File: src/rtl/tpu_pkg.sv
// Shared opcodes, FSM state encoding and width helpers for the TPU command controller.
package tpu_pkg;

  localparam logic [2:0] OpNop      = 3'b000;
  localparam logic [2:0] OpWrInput  = 3'b001;
  localparam logic [2:0] OpWrWeight = 3'b010;
  localparam logic [2:0] OpLoadFifo = 3'b011;
  localparam logic [2:0] OpMatmul   = 3'b100;
  localparam logic [2:0] OpRdOutput = 3'b101;
  localparam logic [2:0] OpRsvd     = 3'b110;
  localparam logic [2:0] OpClear    = 3'b111;

  typedef enum logic [3:0] {
    StIdle,
    StWrIn,
    StWrWt,
    StFifoClr,
    StFifoRd,
    StMmStart,
    StMmWait,
    StRdOut,
    StClr,
    StDone
  } state_e;

  // Dimension field width: rows-1 for an array edge of wh.
  function automatic int unsigned calc_dw(int unsigned wh);
    return (wh > 1) ? $clog2(wh) : 1;
  endfunction

  // Sub-matrix coordinate width: number of array tiles along a max-size matrix edge.
  function automatic int unsigned calc_sw(int unsigned max_wh, int unsigned wh);
    return ((max_wh / wh) > 1) ? $clog2(max_wh / wh) : 1;
  endfunction

endpackage

File: src/rtl/tpu_row_seq.sv
// Loadable row sequencer: walks count_i+1 rows starting at base_i, one row per step.
module tpu_row_seq
  import tpu_pkg::*;
#(
  parameter int unsigned AW = 8,
  parameter int unsigned CW = 4
) (
  input  logic          clk_i,
  input  logic          reset_i,
  input  logic          load_i,
  input  logic [AW-1:0] base_i,
  input  logic [CW-1:0] count_i,
  input  logic          step_i,
  output logic [AW-1:0] addr_o,
  output logic          active_o,
  output logic          last_o
);

  logic [AW-1:0] addr_q, addr_d;
  logic [CW-1:0] remain_q, remain_d;
  logic          active_q, active_d;

  // Load has priority; a step on the final row retires the sequence.
  always_comb begin
    addr_d   = addr_q;
    remain_d = remain_q;
    active_d = active_q;
    if (load_i) begin
      addr_d   = base_i;
      remain_d = count_i;
      active_d = 1'b1;
    end else if (step_i && active_q) begin
      if (remain_q == '0) begin
        active_d = 1'b0;
      end else begin
        addr_d   = addr_q + AW'(1);
        remain_d = remain_q - CW'(1);
      end
    end
  end

  // Sequencer state registers.
  always_ff @(posedge clk_i) begin
    if (reset_i) begin
      addr_q   <= '0;
      remain_q <= '0;
      active_q <= 1'b0;
    end else begin
      addr_q   <= addr_d;
      remain_q <= remain_d;
      active_q <= active_d;
    end
  end

  assign addr_o   = addr_q;
  assign active_o = active_q;
  assign last_o   = active_q && (remain_q == '0);

endmodule

File: src/rtl/tpu_cmd_ctrl.sv
// Host command responder: latches one command per start and sequences datapath strobes.
module tpu_cmd_ctrl
  import tpu_pkg::*;
#(
  parameter int unsigned WIDTH_HEIGHT = 16,
  parameter int unsigned DATA_WIDTH   = 8,
  parameter int unsigned MAX_MAT_WH   = 128,
  parameter int unsigned ADDR_WIDTH   = 8,
  localparam int unsigned DW = calc_dw(WIDTH_HEIGHT),
  localparam int unsigned SW = calc_sw(MAX_MAT_WH, WIDTH_HEIGHT)
) (
  input  logic                  clk,
  input  logic                  reset,
  input  logic                  start,
  input  logic [2:0]            opcode,
  input  logic [DW-1:0]         dim_1,
  input  logic [DW-1:0]         dim_2,
  input  logic [DW-1:0]         dim_3,
  input  logic [ADDR_WIDTH-1:0] addr_1,
  input  logic [SW-1:0]         accum_table_submat_row_in,
  input  logic [SW-1:0]         accum_table_submat_col_in,
  output logic                  done,
  output logic                  fifo_ready,
  output logic                  in_mem_wr_en,
  output logic [ADDR_WIDTH-1:0] in_mem_addr,
  output logic                  wt_mem_wr_en,
  output logic [ADDR_WIDTH-1:0] wt_mem_addr,
  output logic                  wt_mem_rd_en,
  output logic                  fifo_wr_en,
  output logic                  fifo_clr,
  output logic                  mmu_start,
  input  logic                  mmu_done,
  output logic [DW-1:0]         mmu_rows,
  output logic [DW-1:0]         mmu_k,
  output logic [DW-1:0]         mmu_cols,
  output logic [ADDR_WIDTH-1:0] mmu_addr,
  output logic [SW-1:0]         submat_row,
  output logic [SW-1:0]         submat_col,
  output logic                  out_mem_rd_en,
  output logic [ADDR_WIDTH-1:0] out_mem_addr,
  output logic                  accum_clr
);

  // Data is only routed past this block; reject a degenerate element width at elaboration.
  if (DATA_WIDTH == 0) begin : g_bad_data_width
    $error("DATA_WIDTH must be nonzero");
  end

  state_e                state_q, state_d;
  logic [DW-1:0]         dim1_q, dim1_d, dim2_q, dim2_d, dim3_q, dim3_d;
  logic [ADDR_WIDTH-1:0] addr_q, addr_d;
  logic [SW-1:0]         srow_q, srow_d, scol_q, scol_d;
  logic                  fifo_ready_q, fifo_ready_d;
  logic                  fifo_wr_q, fifo_wr_d;

  logic                  seq_load, seq_step, seq_active, seq_last;
  logic [ADDR_WIDTH-1:0] seq_addr;

  tpu_row_seq #(
    .AW (ADDR_WIDTH),
    .CW (DW)
  ) u_row_seq (
    .clk_i    (clk),
    .reset_i  (reset),
    .load_i   (seq_load),
    .base_i   (addr_1),
    .count_i  (dim_1),
    .step_i   (seq_step),
    .addr_o   (seq_addr),
    .active_o (seq_active),
    .last_o   (seq_last)
  );

  assign seq_step = (state_q == StWrIn) || (state_q == StWrWt) ||
                    (state_q == StFifoRd) || (state_q == StRdOut);

  // Next-state, command field latching and fifo_ready tracking.
  always_comb begin
    state_d      = state_q;
    dim1_d       = dim1_q;
    dim2_d       = dim2_q;
    dim3_d       = dim3_q;
    addr_d       = addr_q;
    srow_d       = srow_q;
    scol_d       = scol_q;
    fifo_ready_d = fifo_ready_q;
    seq_load     = 1'b0;
    unique case (state_q)
      StIdle: begin
        if (start) begin
          // NOP and the reserved code leave every latched output untouched.
          if (opcode != OpNop && opcode != OpRsvd) begin
            dim1_d = dim_1;
            dim2_d = dim_2;
            dim3_d = dim_3;
            addr_d = addr_1;
            srow_d = accum_table_submat_row_in;
            scol_d = accum_table_submat_col_in;
          end
          case (opcode)
            OpWrInput:  begin state_d = StWrIn;    seq_load = 1'b1; end
            OpWrWeight: begin state_d = StWrWt;    seq_load = 1'b1; end
            OpRdOutput: begin state_d = StRdOut;   seq_load = 1'b1; end
            OpLoadFifo: begin
              state_d      = StFifoClr;
              seq_load     = 1'b1;
              fifo_ready_d = 1'b0;
            end
            OpMatmul:   state_d = fifo_ready_q ? StMmStart : StDone;
            OpClear:    begin state_d = StClr; fifo_ready_d = 1'b0; end
            default:    state_d = StDone;
          endcase
        end
      end
      StWrIn, StWrWt, StFifoRd, StRdOut: if (seq_last) state_d = StDone;
      StFifoClr: state_d = StFifoRd;
      StMmStart: state_d = StMmWait;
      StMmWait: begin
        if (mmu_done) begin
          state_d      = StDone;
          fifo_ready_d = 1'b0;
        end
      end
      StClr: state_d = StDone;
      StDone: begin
        // Hold done back until the trailing FIFO push of a load has been issued.
        if (fifo_wr_q) fifo_ready_d = 1'b1;
        else           state_d      = StIdle;
      end
      default: state_d = StIdle;
    endcase
  end

  // Controller state registers.
  always_ff @(posedge clk) begin
    if (reset) begin
      state_q      <= StIdle;
      dim1_q       <= '0;
      dim2_q       <= '0;
      dim3_q       <= '0;
      addr_q       <= '0;
      srow_q       <= '0;
      scol_q       <= '0;
      fifo_ready_q <= 1'b0;
      fifo_wr_q    <= 1'b0;
    end else begin
      state_q      <= state_d;
      dim1_q       <= dim1_d;
      dim2_q       <= dim2_d;
      dim3_q       <= dim3_d;
      addr_q       <= addr_d;
      srow_q       <= srow_d;
      scol_q       <= scol_d;
      fifo_ready_q <= fifo_ready_d;
      fifo_wr_q    <= fifo_wr_d;
    end
  end

  // Strobes decoded from state; addresses are zero whenever their strobe is idle.
  always_comb begin
    in_mem_wr_en  = (state_q == StWrIn) && seq_active;
    wt_mem_wr_en  = (state_q == StWrWt) && seq_active;
    wt_mem_rd_en  = (state_q == StFifoRd) && seq_active;
    out_mem_rd_en = (state_q == StRdOut) && seq_active;
    in_mem_addr   = in_mem_wr_en ? seq_addr : '0;
    wt_mem_addr   = (wt_mem_wr_en || wt_mem_rd_en) ? seq_addr : '0;
    out_mem_addr  = out_mem_rd_en ? seq_addr : '0;
    fifo_wr_d     = wt_mem_rd_en;
    fifo_clr      = (state_q == StFifoClr) || (state_q == StClr);
    accum_clr     = (state_q == StClr);
    mmu_start     = (state_q == StMmStart);
    done          = (state_q == StDone) && !fifo_wr_q;
  end

  assign fifo_wr_en = fifo_wr_q;
  assign fifo_ready = fifo_ready_q;
  assign mmu_rows   = dim1_q;
  assign mmu_k      = dim2_q;
  assign mmu_cols   = dim3_q;
  assign mmu_addr   = addr_q;
  assign submat_row = srow_q;
  assign submat_col = scol_q;

endmodule
File: config.mk
export PLATFORM = sky130hd
export DESIGN_NAME = tpu_cmd_ctrl
export DESIGN_NICKNAME = d
export VERILOG_FILES = /design/src/rtl/tpu_pkg.sv /design/src/rtl/tpu_row_seq.sv /design/src/rtl/tpu_cmd_ctrl.sv
export SDC_FILE = /design/constraint.sdc
export NUM_CORES = 1
export LEC_CHECK = 0
export CORE_UTILIZATION = 39
export DETAILED_ROUTE_END_ITERATION = 10
export PLACE_DENSITY = 0.83
export SKIP_CTS_REPAIR_TIMING = 1
export SYNTH_ARGS = -nofsm -noshare
export SYNTH_HDL_FRONTEND = slang
export SYNTH_SLANG_ARGS = --single-unit
File: constraint.sdc
create_clock -name clk -period 1.8 [get_ports clk]
set_input_delay 0.27 -clock clk [delete_from_list [all_inputs] [get_ports clk]]
set_output_delay 0.27 -clock clk [all_outputs]
set_load 0.005 [all_outputs]
## Word level (Yosys, flattened, before mapping)

Index checks and enable logic that the tools add are counted.

| storage, ports and cells | value |
|---|---|
| word-level logic and storage cells | 92 |
| register bits after elaboration | 45 |
| input port bits | 33 |
| output and inout bits | 60 |

| cells by class | value |
|---|---|
| multiplexer cells | 27 |
| reductions and logical operators | 28 |
| add/subtract/negate cells | 2 |
| eq/ne operators | 23 |

Operators with widths:

| operator | count |
|---|---|
| $mux W8 | 6 |
| $mux W4 | 8 |
| $pmux W4 S7 | 1 |
| $pmux W4 S6 | 1 |
| $eq A4 B3 Y1 const B | 4 |
| $ne A2 B2 Y1 const B | 7 |
| $mux W1 | 10 |
| $eq A3 B3 Y1 const B | 3 |
| $add A8 B1 Y8 const B | 1 |
| $eq A4 B2 Y1 const B | 2 |
| $eq A4 B4 Y1 const B | 2 |
| $logic_and A1 B1 Y1 | 8 |
| $logic_not A4 Y1 | 2 |
| $reduce_or A4 Y1 | 2 |
| $eq A3 B2 Y1 const B | 2 |
| $reduce_bool A3 Y1 | 2 |
| $logic_or A1 B1 Y1 | 5 |
| $reduce_and A5 Y1 | 1 |
| $eq A4 B1 Y1 const B | 1 |
| $reduce_and A2 Y1 | 2 |
| $reduce_and A4 Y1 | 1 |
| $reduce_bool A2 Y1 | 2 |
| $sub A4 B1 Y4 const B | 1 |
| $eq A3 B1 Y1 const B | 1 |
| other kinds (5) | 5 |

## Logic depth before layout (Yosys ltp)

Gate-level depths: netlist of the first run.

| logic depth | value |
|---|---|
| word-level depth | 7 |
| gate-level depth with buffers | 9 |
| depth with buffers taken out | 7 |

## By module

From an unflattened synthesis of the first run, not the netlist that was laid out.

| unflattened totals | value |
|---|---|
| cells, all modules | 322 |
| area total of the unflattened synthesis | 2507.4 µm² |

Modules (own cells, without submodules):

| module | cells an instance | instances | seq. area each (µm²) | area each (µm²) |
|---|---|---|---|---|
| tpu_cmd_ctrl | 226 | 1 | 640.6 | 1711.6 |
| tpu_row_seq | 96 | 1 | 260.2 | 795.8 |

## Worst setup path before layout of the first run

OpenSTA, ideal clock, no wires.

| timing | value |
|---|---|
| path type | register -> register |
| from | reg u_row_seq.remain_q[0] |
| to | reg u_row_seq.addr_q[0], in the netlist u_row_seq.addr_o[0] |
| slack | -0.003 ns |
| arrival time | 1.675 ns |
| data required time | 1.672 ns |
| setup time | 0.128 ns |
| cell stages (with the launch flop) | 10 |
| buffers on the path | 2 |
| period minus slack after synthesis | 1.803 ns |
| cell sequence | dfxtp_1 inv_1 ha_1 or3b_2 nand4b_1 buf_2 buf_4 nor2_1 a221oi_1 nor2_1 |

| on the way | value |
|---|---|
| word-level cells in the longest chain between the ends | 3 |

Ends and longest elaborated chain:

| element | line | RTL |
|---|---|---|
| start, declared | tpu_row_seq.sv:20 | `logic [CW-1:0] remain_q, remain_d;` |
| start signal, assigned | tpu_row_seq.sv:50 | `remain_q <= remain_d;` |
| $logic_not A4 Y1 | tpu_row_seq.sv:33 | `if (remain_q == '0) begin` |
| $ne A2 B2 Y1 (no source line) | -- |  |
| $reduce_and A2 Y1 (no source line) | -- |  |
| end signal, assigned | tpu_row_seq.sv:49 | `addr_q <= addr_d;` |
| end, declared | tpu_row_seq.sv:19 | `logic [AW-1:0] addr_q, addr_d;` |

Every way passes these cells.
A chain may end at the register's enable or synchronous reset.

## Worst setup path after layout of the first run

| timing | value |
|---|---|
| from | reg u_row_seq.active_q, in the netlist u_row_seq.active_o |
| to | out in_mem_addr[2] |

| on the way | value |
|---|---|
| word-level cells in the longest chain between the ends | 2 |

Ends and longest elaborated chain:

| element | line | RTL |
|---|---|---|
| start, declared | tpu_row_seq.sv:21 | `logic active_q, active_d;` |
| start signal, assigned | tpu_row_seq.sv:51 | `active_q <= active_d;` |
| $logic_and A1 B1 Y1 | tpu_cmd_ctrl.sv:161 | `in_mem_wr_en = (state_q == StWrIn) && seq_active;` |
| $mux W8 | tpu_cmd_ctrl.sv:165 | `in_mem_addr = in_mem_wr_en ? seq_addr : '0;` |
| end, declared | tpu_cmd_ctrl.sv:25 | `output logic [ADDR_WIDTH-1:0] in_mem_addr,` |

Every way passes these cells.

==> reports/metrics.sh, run 1 <==
TIMING.CRITICAL_PATH.CELLS='nor2b_4, nand2_4, nor3_4, buf_4, buf_6, buf_6, buf_6, and2_4, buf_6'
STARTPOINT='u_row_seq.active_o'
NETLIST-CELL-TYPE-COUNT=42
WORSTHOLDSTART='mmu_rows[0]'
WORST_R2R_PATH_DEPTH=6
NUM_ANTENNA_CELLS=0
YOSYSTOPAREACELLSHARE=0.386
LEVEL_COUNT_OF_THE_CLOCK_H_TREE=2
PWR-SHARE-SEQ=0.345
WORST_HOLD_PATH_TYPE='flip-flop to flip-flop'
NUMBER_OF_GLOBAL_ROUTE_VIAS_BEFORE_REPAIR=2296
TRITONCTS_NUM_SINKS=45
SYNTHESIS.INSTANCES=311
DR.PASS1.ITERS=4
CRIT_SHARE_POST_ROUTE=1.15
WORST_SLACK_NS=-0.275
PROPORTION_OF_TOTAL_POWER_DUE_TO_NET_SWITCHING=0.365
DRTANTENNAVIOLNETS=0
CLOCK_INSERTION_DELAY_WORST_SKEW_NS=0.30
DRIVE_ABOVE_1_SHARE=0.292
CLK_PIN_SLEW_NS=0.08
REMAINING_DRC_ERRORS=0
SYNTH.YOSYS.SEQ_AREA_SHARE=0.386
CRIT_PATH_MAX_FANOUT=3
NETLIST_TOP_CELLS_AREA='sky130_fd_sc_hd__dfxtp_1 (39%), sky130_fd_sc_hd__nand2_1 (10%), sky130_fd_sc_hd__a21oi_1 (9.6%)'
CP.BUFFERS_INVERTERS=5
GRT_USAGE=0.209
NUMBER_OF_NETS_IN_THE_LAYOUT=477
HPWL_UM=4740
CPPEAKSTAGEDELAY_NS=0.36
PATH_CLASS='flip-flop to output pin'
CHIPHEIGHT_UM=79.4
OUTCOME='finished, violations left'
FAILED_CHECKS='negative setup slack'
SETUP_REPAIR_AFTER_GLOBAL_ROUTING_MISSED_ITS_MARGIN='yes'
MOST_INSTANTIATED_CELLS_AFTER_SYNTHESIS='sky130_fd_sc_hd__nand2_1 (64), sky130_fd_sc_hd__a21oi_1 (45), sky130_fd_sc_hd__dfxtp_1 (45)'
AREA_GROWTH_SYN_TO_LAYOUT_PCT=76.6
GRT_ANTENNA_BEFORE_REPAIR=0
CRITICAL-PATH-TOP-CELL-BY-COUNT='sky130_fd_sc_hd__buf_6'
CP-START-KIND='flip-flop'
WORSTPATHARRIVAL_NS=1.81
CRITPATHCAPTURETYPE='output pin'
PLACEMENTROWS=27
GRT_FIRST_PASS_WIRELENGTH_UM=10500
CRIT_PATH_TOP_DELAY_CELL='sky130_fd_sc_hd__dfxtp_2'
MAXIMUM_NUMBER_OF_PINS_ON_ONE_NET_BEFORE_GLOBAL_ROUTE_REPAIR=23
SYNTHESIS.YOSYS.WARNINGS=0
CTS.PATH.MAX_BUFFERS=2
SLEW-LIMIT-HEADROOM=0.716
AVGROUTEDWIREPERCELL_UM=15.7
FINAL.SETUP_SKEW_NS=0.00397
COREAREA_SQ_UM=5640
HOLD-PATH-CELL-COUNT=2
UTILIZATION=0.731
P_PER_AREA_nW_PER_UM2=949
PERIOD_MINUS_SLACK_NS=2.08
RRSETUPSLACK_NS=-0.16
DRT-VIAS-PER-INSTANCE=5.30
PLACED_CELLS_INCL_TAPS=482
COMBPWRFRAC=0.499
YS.FLOP_TYPE='sky130_fd_sc_hd__dfxtp_1'
TIMING.RR.END='u_row_seq.addr_o[7]'
SYNTHMOSTINSTANTIATEDCELL='sky130_fd_sc_hd__nand2_1'
ROOT_BUFFER='sky130_fd_sc_hd__clkbuf_8'
GP_ROUTABILITY_CONGESTION=0.857
SYNTH_ASYNC_SR_FLOP_SHARE=0
BIGGEST_AREA_CONSUMER_AMONG_SYNTHESIZED_CELLS='sky130_fd_sc_hd__dfxtp_1'
IOS=93
PORT_BUFFERS=92
P_LEAK_nW=1.94
SYNTH.NET_COUNT=347
FIRST_ITER_VIOLATIONS=127
HOLD_VIOL=0
CRITICAL-PATH-TOP-DELAY-FAMILY='simple AND/OR/NAND/NOR gates'
GLOBALROUTE.TOTALOVERFLOW=0
LAYOUTNONFILLERINSTCOUNT=514
POST_SYNTH_INSTANCE_AREA_SQ_UM=2340
DIE_W_UM=79.4
WHS_ENDPOINT='mmu_rows[0]'
ACTUAL_TRANSITION_AT_THE_WORST_MAX_TRANSITION_PIN_NS=0.425
TOTALWIRELENGTH_UM=8090
ROUTED-VIA-COUNT=2723
TRITONCTS.NUM_BUFFERS=5
DIEAREA_SQ_UM=6300
SYN_AVG_CELL_AREA_SQ_UM=7.51
WORST_R2R_STARTPOINT='state_q[0]'
YOSYS_REGISTER_BITS=45
MAXCAPVIOLCOUNT=0
INITIAL_CORE_UTIL=0.414
CELL_INTERNAL_PWR_mW=2.49
CP.REQUIRED_NS=1.53
SETUP_VIOL_COUNT_FINAL=24
CLOCK_POWER_SHARE=0.155
NUMBER_OF_ENABLE_FLIP_FLOP_CELLS_AFTER_SYNTHESIS=0
ACHIEVABLE-FREQUENCY_MHz=482
P_SWITCHING_mW=1.43
TRITONCTS='built'
POWER.IR.VDD_WORST_mV=0.690
MAXSLEWVIOLCOUNT=0
flip-flops by register name, summed over array words and instances, names as in the netlist:
signal	flops
fifo_wr_en	1
state_q	4
mmu_rows	4
submat_row	3
submat_col	3
mmu_k	4
mmu_addr	8
mmu_cols	4
u_row_seq.remain_q	4
u_row_seq.active_o	1
fifo_ready	1
u_row_seq.addr_o	8
final cells by class:
cell class                 count  area, sq um
clock buffer                   6         72.6
fill                         385         1520
sequential                    45          918
multi-input combinational    240         1590
inverter                       4         15.0
clock inverter                 2         10.0
timing repair buffer         145         1430
tap                           72         90.1
cell families after synthesis:
| group | after synthesis | share of synthesized area |
|---|---|---|
| flip-flops | 45 | 0.386 |
| adder cells (fa/ha/maj) | 3 | 0.0161 |
| AO/OA/AOI/OAI | 79 | 0.200 |
| buffers and inverters | 26 | 0.0514 |
| AND/OR/NAND/NOR | 155 | 0.329 |
| XOR/XNOR | 3 | 0.0177 |
cell usage in the layout, fill, tap and decap left out, types with 4 or more instances in the layout:
master,n
sky130_fd_sc_hd__nand2_1,63
sky130_fd_sc_hd__clkbuf_8,5
sky130_fd_sc_hd__a21oi_1,41
sky130_fd_sc_hd__o21ai_1,4
sky130_fd_sc_hd__buf_4,34
sky130_fd_sc_hd__nand3_1,4
sky130_fd_sc_hd__and2_1,20
sky130_fd_sc_hd__buf_2,4
sky130_fd_sc_hd__o21ai_0,6
sky130_fd_sc_hd__dfxtp_1,37
sky130_fd_sc_hd__o21ai_2,4
sky130_fd_sc_hd__nor2_4,4
sky130_fd_sc_hd__a21oi_2,4
sky130_fd_sc_hd__nor2_1,18
sky130_fd_sc_hd__clkdlybuf4s50_1,62
sky130_fd_sc_hd__dlymetal6s2s_1,19
sky130_fd_sc_hd__buf_6,22
sky130_fd_sc_hd__a221oi_2,4
sky130_fd_sc_hd__dfxtp_2,5
sky130_fd_sc_hd__nor2b_1,5
sky130_fd_sc_hd__nor3_1,4
sky130_fd_sc_hd__and2_4,5
layer usage:
metal,part of all wire,up-vias,track usage
met5,0,-,0
met2,0.51,99,0.357
met1,0.41,1280,0.258
met3,0.051,18,0.0560
met4,0.024,0,0.0564
li1,-,1326,-
power groups by stage:
stage                     clock, mW  combinational [mW]  sequential (mW)
after detailed placement          0                1.53             1.32
final                         0.608                1.96             1.35
after floorplan                   0               0.866             1.29
after global routing          0.671                2.11             1.37
after CTS                     0.619                1.54             1.30
after global placement            0                1.50             1.31
stage by stage:
step                      setup TNS (ns)  hold WS, ns  area [sq um]  worst slack, ns  power (mW)
after global routing               -4.94        0.475          4130           -0.333        4.15
after CTS                         -10.12        0.459          3560           -0.368        3.46
final                              -3.03        0.457          4130           -0.275        3.91
after floorplan                        0        0.406          2340           0.0342        2.16
after detailed placement           -2.33        0.448          3480          -0.0964        2.85
after global placement            -0.384        0.443          3480          -0.0419        2.82
tightest hold or removal path, stage by stage, from the launching register on:
cell                      delay (ns)
sky130_fd_sc_hd__dfxtp_1        0.31
sky130_fd_sc_hd__nand2_1        0.05
sky130_fd_sc_hd__a21oi_1        0.05
how the worst max path moves through the flow:
stage / to / slack (ns) / cells after the start
4_1_cts: fifo_clr / -0.37 / 5
3_5_place_dp: submat_row[0] / -0.1 / 6
3_3_place_gp: u_row_seq.addr_o[0] / -0.04 / 7
5_1_grt: in_mem_addr[2] / -0.33 / 9
6_report: in_mem_addr[2] / -0.28 / 9
2_1_floorplan: u_row_seq.addr_o[0] / 0.03 / 9
Note: power is estimated with default switching activity, not from simulation.
==> inputs of run 2 (changes only) <==
--- a/config.mk
+++ b/config.mk
@@ -8,5 +8,5 @@
 export CORE_UTILIZATION = 39
 export DETAILED_ROUTE_END_ITERATION = 10
-export PLACE_DENSITY = 0.83
+export PLACE_DENSITY = 0.76
 export SKIP_CTS_REPAIR_TIMING = 1
 export SYNTH_ARGS = -nofsm -noshare
==> constraint.sdc (replaced) <==
create_clock -name clk -period 1.8 [get_ports clk]
set_input_delay 0.27 -clock clk [delete_from_list [all_inputs] [get_ports clk]]
set_output_delay 0.27 -clock clk [all_outputs]
set_load 0.01 [all_outputs]
==> run 2 against run 1 <==
Against the previous run: the flow still finishes with violations (negative setup slack); via count down 3.2%; largest power group unchanged; critical path type unchanged; sequential share of layout area increased by 0.75 points; combinational power is 3% lower; design area is 3.8% lower; utilization down 2.8 points; wire length is 12% lower; non-clock buffer count grew 9; clock skew rose by 0.0051 ns; cell count rose by 1.9%; global-route usage increased by 0.14 points; worst hold slack worse by 0.18 ns.
==> reports/metrics.sh, run 2 (synthesized netlist as in run 1, its figures left out) <==
OUTCOME='finished, violations left'
FAILED_CHECKS='negative setup slack'
WORST_SLACK_NS=-0.175
ACTUAL_TRANSITION_AT_THE_WORST_MAX_TRANSITION_PIN_NS=0.421
DPL_WORST_SLACK_NS=-0.448
LAYOUT_COMMONEST_CELL='sky130_fd_sc_hd__nand2_1'
MAXIMUM_NUMBER_OF_PINS_ON_ONE_NET_BEFORE_GLOBAL_ROUTE_REPAIR=37
TRITONCTS.NUM_BUFFERS=5
AVGROUTEDWIREPERCELL_UM=13.6
NUM_ANTENNA_CELLS=0
WORST_R2R_STARTPOINT='u_row_seq.remain_q[0]'
SETUP_VIOL_COUNT_FINAL=18
FINAL.SETUP.TNS_NS=-1.20
GLOBALROUTE.TOTALOVERFLOW=0
HPWL_UM=4690
GP_ROUTABILITY_CONGESTION=0.835
ACHIEVABLE-FREQUENCY_MHz=506
CRITPATHCAPTURETYPE='output pin'
NUMBER_OF_NETS_IN_THE_LAYOUT=487
FIRST_ITER_VIOLATIONS=103
LAYOUT_COMMON_CELLS='sky130_fd_sc_hd__nand2_1 (64), sky130_fd_sc_hd__clkdlybuf4s50_1 (60), sky130_fd_sc_hd__buf_4 (51)'
POWER.IR.VDD_WORST_mV=0.701
WHS_ENDPOINT='u_row_seq.active_o'
IOS=93
CP.REQUIRED_NS=1.53
DRIVE_ABOVE_1_SHARE=0.268
PERIOD_MINUS_SLACK_NS=1.97
REMAINING_DRC_ERRORS=0
PATH_CLASS='flip-flop to output pin'
GRT_FIRST_PASS_WIRELENGTH_UM=10600
GRT_USAGE=0.210
GRT_ANTENNA_BEFORE_REPAIR=0
PLACED_CELLS_INCL_TAPS=493
ROUTED-VIA-COUNT=2635
ROOT_BUFFER='sky130_fd_sc_hd__clkbuf_8'
LEVEL_COUNT_OF_THE_CLOCK_H_TREE=2
SLEW-LIMIT-HEADROOM=0.717
PLACEMENTROWS=27
P_LEAK_nW=1.81
DRT-VIAS-PER-INSTANCE=5.03
RRSETUPSLACK_NS=-0.01
DIEAREA_SQ_UM=6300
CLK_PIN_SLEW_NS=0.09
UTILIZATION=0.703
CTS.PATH.MAX_BUFFERS=2
CRIT_SHARE_POST_ROUTE=1.10
TRITONCTS_NUM_SINKS=45
FIN_TOTAL_PWR_mW=4.01
MAXCAPVIOLCOUNT=0
MAXSLEWVIOLCOUNT=0
SETUP_REPAIR_AFTER_GLOBAL_ROUTING_MISSED_ITS_MARGIN='yes'
CP-START-KIND='flip-flop'
INITIAL_CORE_UTIL=0.414
WORSTPATHARRIVAL_NS=1.70
NUMBER_OF_GLOBAL_ROUTE_VIAS_BEFORE_REPAIR=2343
FINAL.SETUP_SKEW_NS=0.00906
LAYOUTNONFILLERINSTCOUNT=524
WORSTHOLDSTART='reset'
P_PER_AREA_nW_PER_UM2=1010
CHIPHEIGHT_UM=79.4
DRTANTENNAVIOLNETS=0
PORT_BUFFERS=92
WORST_HOLD_PATH_TYPE='input pin to flip-flop'
AREA_GROWTH_SYN_TO_LAYOUT_PCT=69.9
COREAREA_SQ_UM=5640
DR.PASS1.ITERS=4
HOLD-PATH-CELL-COUNT=2
DIE_W_UM=79.4
TIMING.RR.END='u_row_seq.addr_o[2]'
TOTALWIRELENGTH_UM=7150
TRITONCTS='built'
CRIT_PATH_MAX_FANOUT=5
HOLD_VIOL=0
WORST_R2R_PATH_DEPTH=9
CLOCK_INSERTION_DELAY_WORST_SKEW_NS=0.30
## run 2: cell count changes in the layout (fill, tap and decap cells not counted), sizes merged
cell           previous run  this run
buf                      62        78
bufinv                    0         1
clkbuf                    8        12
clkdlybuf4s50            62        60
clkinv                    2         0
dlymetal6s2s             19        11
nor2b                     9        10
## run 2: where the power goes
part | internal [mW] | leakage [nW] | switching, mW | total, mW
sequential | 1.17 | 0.371 | 0.140 | 1.31
combinational | 1.03 | 1.38 | 0.873 | 1.90
clock | 0.453 | 0.0585 | 0.342 | 0.795
total | 2.65 | 1.81 | 1.36 | 4.01
## run 2: worst max path at each step
| stage | endpoint | cells after the start | from |
|---|---|---|---|
| final | in_mem_addr[2] | 8 | u_row_seq.active_o |
| after floorplan | in_mem_addr[0] | 5 | state_q[3] |
| after CTS | u_row_seq.addr_o[7] | 7 | u_row_seq.remain_q[0] |
| after detailed placement | u_row_seq.addr_o[7] | 6 | opcode[1] |
| after global placement | u_row_seq.addr_o[7] | 6 | opcode[1] |
| after global routing | in_mem_addr[2] | 8 | u_row_seq.active_o |
## run 2: per-layer routing
| metal | share of wire | GRT usage |
|---|---|---|
| met5 | 0 | 0 |
| met4 | 0.012 | 0.0636 |
| met3 | 0.043 | 0.0331 |
| met1 | 0.44 | 0.265 |
| met2 | 0.50 | 0.367 |
## run 2: worst max-delay path, stage by stage (launching register included)
cell and delay, ns:
sky130_fd_sc_hd__dfxtp_2 0.34, sky130_fd_sc_hd__nor2b_4 0.14, sky130_fd_sc_hd__nand2_1 0.08, sky130_fd_sc_hd__nor3_2 0.24, sky130_fd_sc_hd__buf_4 0.14, sky130_fd_sc_hd__buf_4 0.11, sky130_fd_sc_hd__buf_4 0.10, sky130_fd_sc_hd__and2_1 0.12
sky130_fd_sc_hd__buf_2 0.13
## run 2: final cells by class
cell class | count | area (sq um)
clock inverters | 1 | 30.0
inverters | 4 | 15.0
clock buffers | 7 | 86.3
well taps | 72 | 90.1
repair buffers | 154 | 1390
flip-flops and latches | 45 | 913
fillers | 448 | 1670
multi-input cells | 241 | 1440
## run 2: through the flow
step / instance area [sq um] / hold WS [ns]
6_report: 3970 / 0.273
5_1_grt: 3970 / 0.279
4_1_cts: 3690 / 0.267
3_5_place_dp: 3570 / 0.446
3_3_place_gp: 3570 / 0.442
2_1_floorplan: 2340 / 0.406
==> inputs of run 3 (changes only) <==
CORE_UTILIZATION = 55   (was 39)
DONT_BUFFER_PORTS = 1   (was not set)
PLACE_DENSITY = 0.73   (was 0.76)
==> run 3 against run 2 <==
Against the previous run: the run still ends with negative setup slack left; clock power down 23%; utilization down 4.7 points; global-route usage up 2.3 points; cell count down 30%; critical path depth down 1; setup slack better by 0.14 ns; wire length down 19%; critical path type is now flip-flop to flip-flop; critical endpoint is now u_row_seq.addr_o[7].
==> reports/metrics.sh, run 3 (synthesized netlist as in run 1, its figures left out) <==
GRT_FIRST_PASS_WIRELENGTH_UM=8060
AVGROUTEDWIREPERCELL_UM=15.9
FINAL.SETUP_SKEW_NS=0.00627
P_PER_AREA_nW_PER_UM2=1210
DIEAREA_SQ_UM=4510
FAILED_CHECKS='negative setup slack'
ROUTED-VIA-COUNT=2156
CHIPHEIGHT_UM=67.2
FIRST_ITER_VIOLATIONS=155
TRITONCTS_NUM_SINKS=45
DIE_W_UM=67.2
RRSETUPSLACK_NS=-0.04
PORT_BUFFERS=0
DRT-VIAS-PER-INSTANCE=5.91
ACTUAL_TRANSITION_AT_THE_WORST_MAX_TRANSITION_PIN_NS=0.998
POWER.IR.VDD_WORST_mV=0.521
CTS.PATH.MAX_BUFFERS=2
NUMBER_OF_GLOBAL_ROUTE_VIAS_BEFORE_REPAIR=1796
PATH_CLASS='flip-flop to flip-flop'
NUM_ANTENNA_CELLS=0
LAYOUT_COMMON_CELLS='sky130_fd_sc_hd__nand2_1 (64), sky130_fd_sc_hd__a21oi_1 (45), sky130_fd_sc_hd__dfxtp_1 (39)'
BUSIEST_LAYER='met2'
HPWL_UM=3760
TRITONCTS.NUM_BUFFERS=5
CLK_PIN_SLEW_NS=0.09
SLEW-LIMIT-HEADROOM=0.333
OUTCOME='finished, violations left'
REMAINING_DRC_ERRORS=0
NUMBER_OF_NETS_IN_THE_LAYOUT=350
CLOCK_INSERTION_DELAY_WORST_SKEW_NS=0.30
TOTALWIRELENGTH_UM=5810
MAXSLEWVIOLCOUNT=0
AREA_GROWTH_SYN_TO_LAYOUT_PCT=13.2
COREAREA_SQ_UM=4030
P_LEAK_nW=0.977
DPL_WORST_SLACK_NS=0.00227
MAXIMUM_NUMBER_OF_PINS_ON_ONE_NET_BEFORE_GLOBAL_ROUTE_REPAIR=45
WORST_HOLD_PATH_TYPE='input pin to flip-flop'
FINAL_AREA_SQ_UM=2650
WORSTPATHARRIVAL_NS=2.07
GRT.MET1_USAGE=0.290
MAXCAPVIOLCOUNT=0
CP.REQUIRED_NS=2.03
TRITONCTS='built'
GLOBALROUTE.TOTALOVERFLOW=0
PERIOD_MINUS_SLACK_NS=1.84
PLACED_CELLS_INCL_TAPS=353
FINAL.SETUP.TNS_NS=-0.0834
ACHIEVABLE-FREQUENCY_MHz=544
LAYOUTNONFILLERINSTCOUNT=365
DRIVE_ABOVE_1_SHARE=0.143
IOS=93
LAYOUT_COMMONEST_CELL='sky130_fd_sc_hd__nand2_1'
GRT_ANTENNA_BEFORE_REPAIR=0
GRT_USAGE=0.233
POSTPLACECELLAREA_SQ_UM=2430
GP_ROUTABILITY_CONGESTION=0.831
DRTANTENNAVIOLNETS=0
HOLD_VIOL=0
HOLD_SLACK_NS=0.0284
INITIAL_CORE_UTIL=0.580
LEVEL_COUNT_OF_THE_CLOCK_H_TREE=2
CRIT_SHARE_POST_ROUTE=1.02
SETUP_VIOL_COUNT_FINAL=6
CRITPATHCAPTURETYPE='flip-flop'
PLACEMENTROWS=23
GRT.MET3_USAGE=0.0524
GRTUSAGEMET2=0.396
DR.PASS1.ITERS=4
ROOT_BUFFER='sky130_fd_sc_hd__clkbuf_8'
CP-START-KIND='flip-flop'
CRIT_PATH_MAX_FANOUT=9
SETUP_REPAIR_AFTER_GLOBAL_ROUTING_MISSED_ITS_MARGIN='yes'
WORST_SLACK_NS=-0.0382
==> run 3: through the flow <==
| step | power, mW | utilization |
|---|---|---|
| 6_report | 3.20 | 0.657 |
| 5_1_grt | 3.40 | 0.657 |
| 4_1_cts | 3.10 | 0.625 |
| 3_5_place_dp | 2.50 | 0.604 |
| 3_3_place_gp | 2.47 | 0.604 |
| 2_1_floorplan | 2.20 | - |
==> run 3: per-layer routing <==
metal  vias to the layer above  part of all wire  wire [um]
met5                         -                 0          0
met4                         0            0.0065         38
met3                         5             0.061        357
met2                        73              0.49       2850
met1                      1018              0.44       2570
li1                       1060                 -          -
==> run 3: worst paths after layout <==
kind                         start                  end  cells past startpoint
max          u_row_seq.remain_q[1]  u_row_seq.addr_o[7]                      7
min                          reset          mmu_cols[0]                      1
max reg2reg  u_row_seq.remain_q[1]  u_row_seq.addr_o[7]                      7
min reg2reg            mmu_cols[0]          mmu_cols[0]                      2
==> run 3: power breakdown <==
group / switching, mW / total (mW) / leakage, nW / internal, mW
sequential: 0.222 / 1.40 / 0.370 / 1.17
combinational: 0.638 / 1.19 / 0.562 / 0.552
clock: 0.342 / 0.612 / 0.0450 / 0.270
total: 1.20 / 3.20 / 0.977 / 2.00
==> run 3: worst max-delay path, stage by stage (launching register included) <==
cell	delay, ns
sky130_fd_sc_hd__dfxtp_2	0.36
sky130_fd_sc_hd__inv_2	0.06
sky130_fd_sc_hd__ha_4	0.15
sky130_fd_sc_hd__or3b_4	0.22
sky130_fd_sc_hd__nand4b_1	0.24
sky130_fd_sc_hd__buf_6	0.24
sky130_fd_sc_hd__or3_1	0.34
sky130_fd_sc_hd__a31oi_1	0.15
==> run 3: layout make-up <==
class | count | area (sq um)
clock buffers | 6 | 72.6
clock inverters | 2 | 10.0
fillers | 360 | 1380
inverters | 4 | 15.0
multi-input cells | 240 | 1390
flip-flops and latches | 45 | 916
well taps | 50 | 62.6
repair buffers | 18 | 176
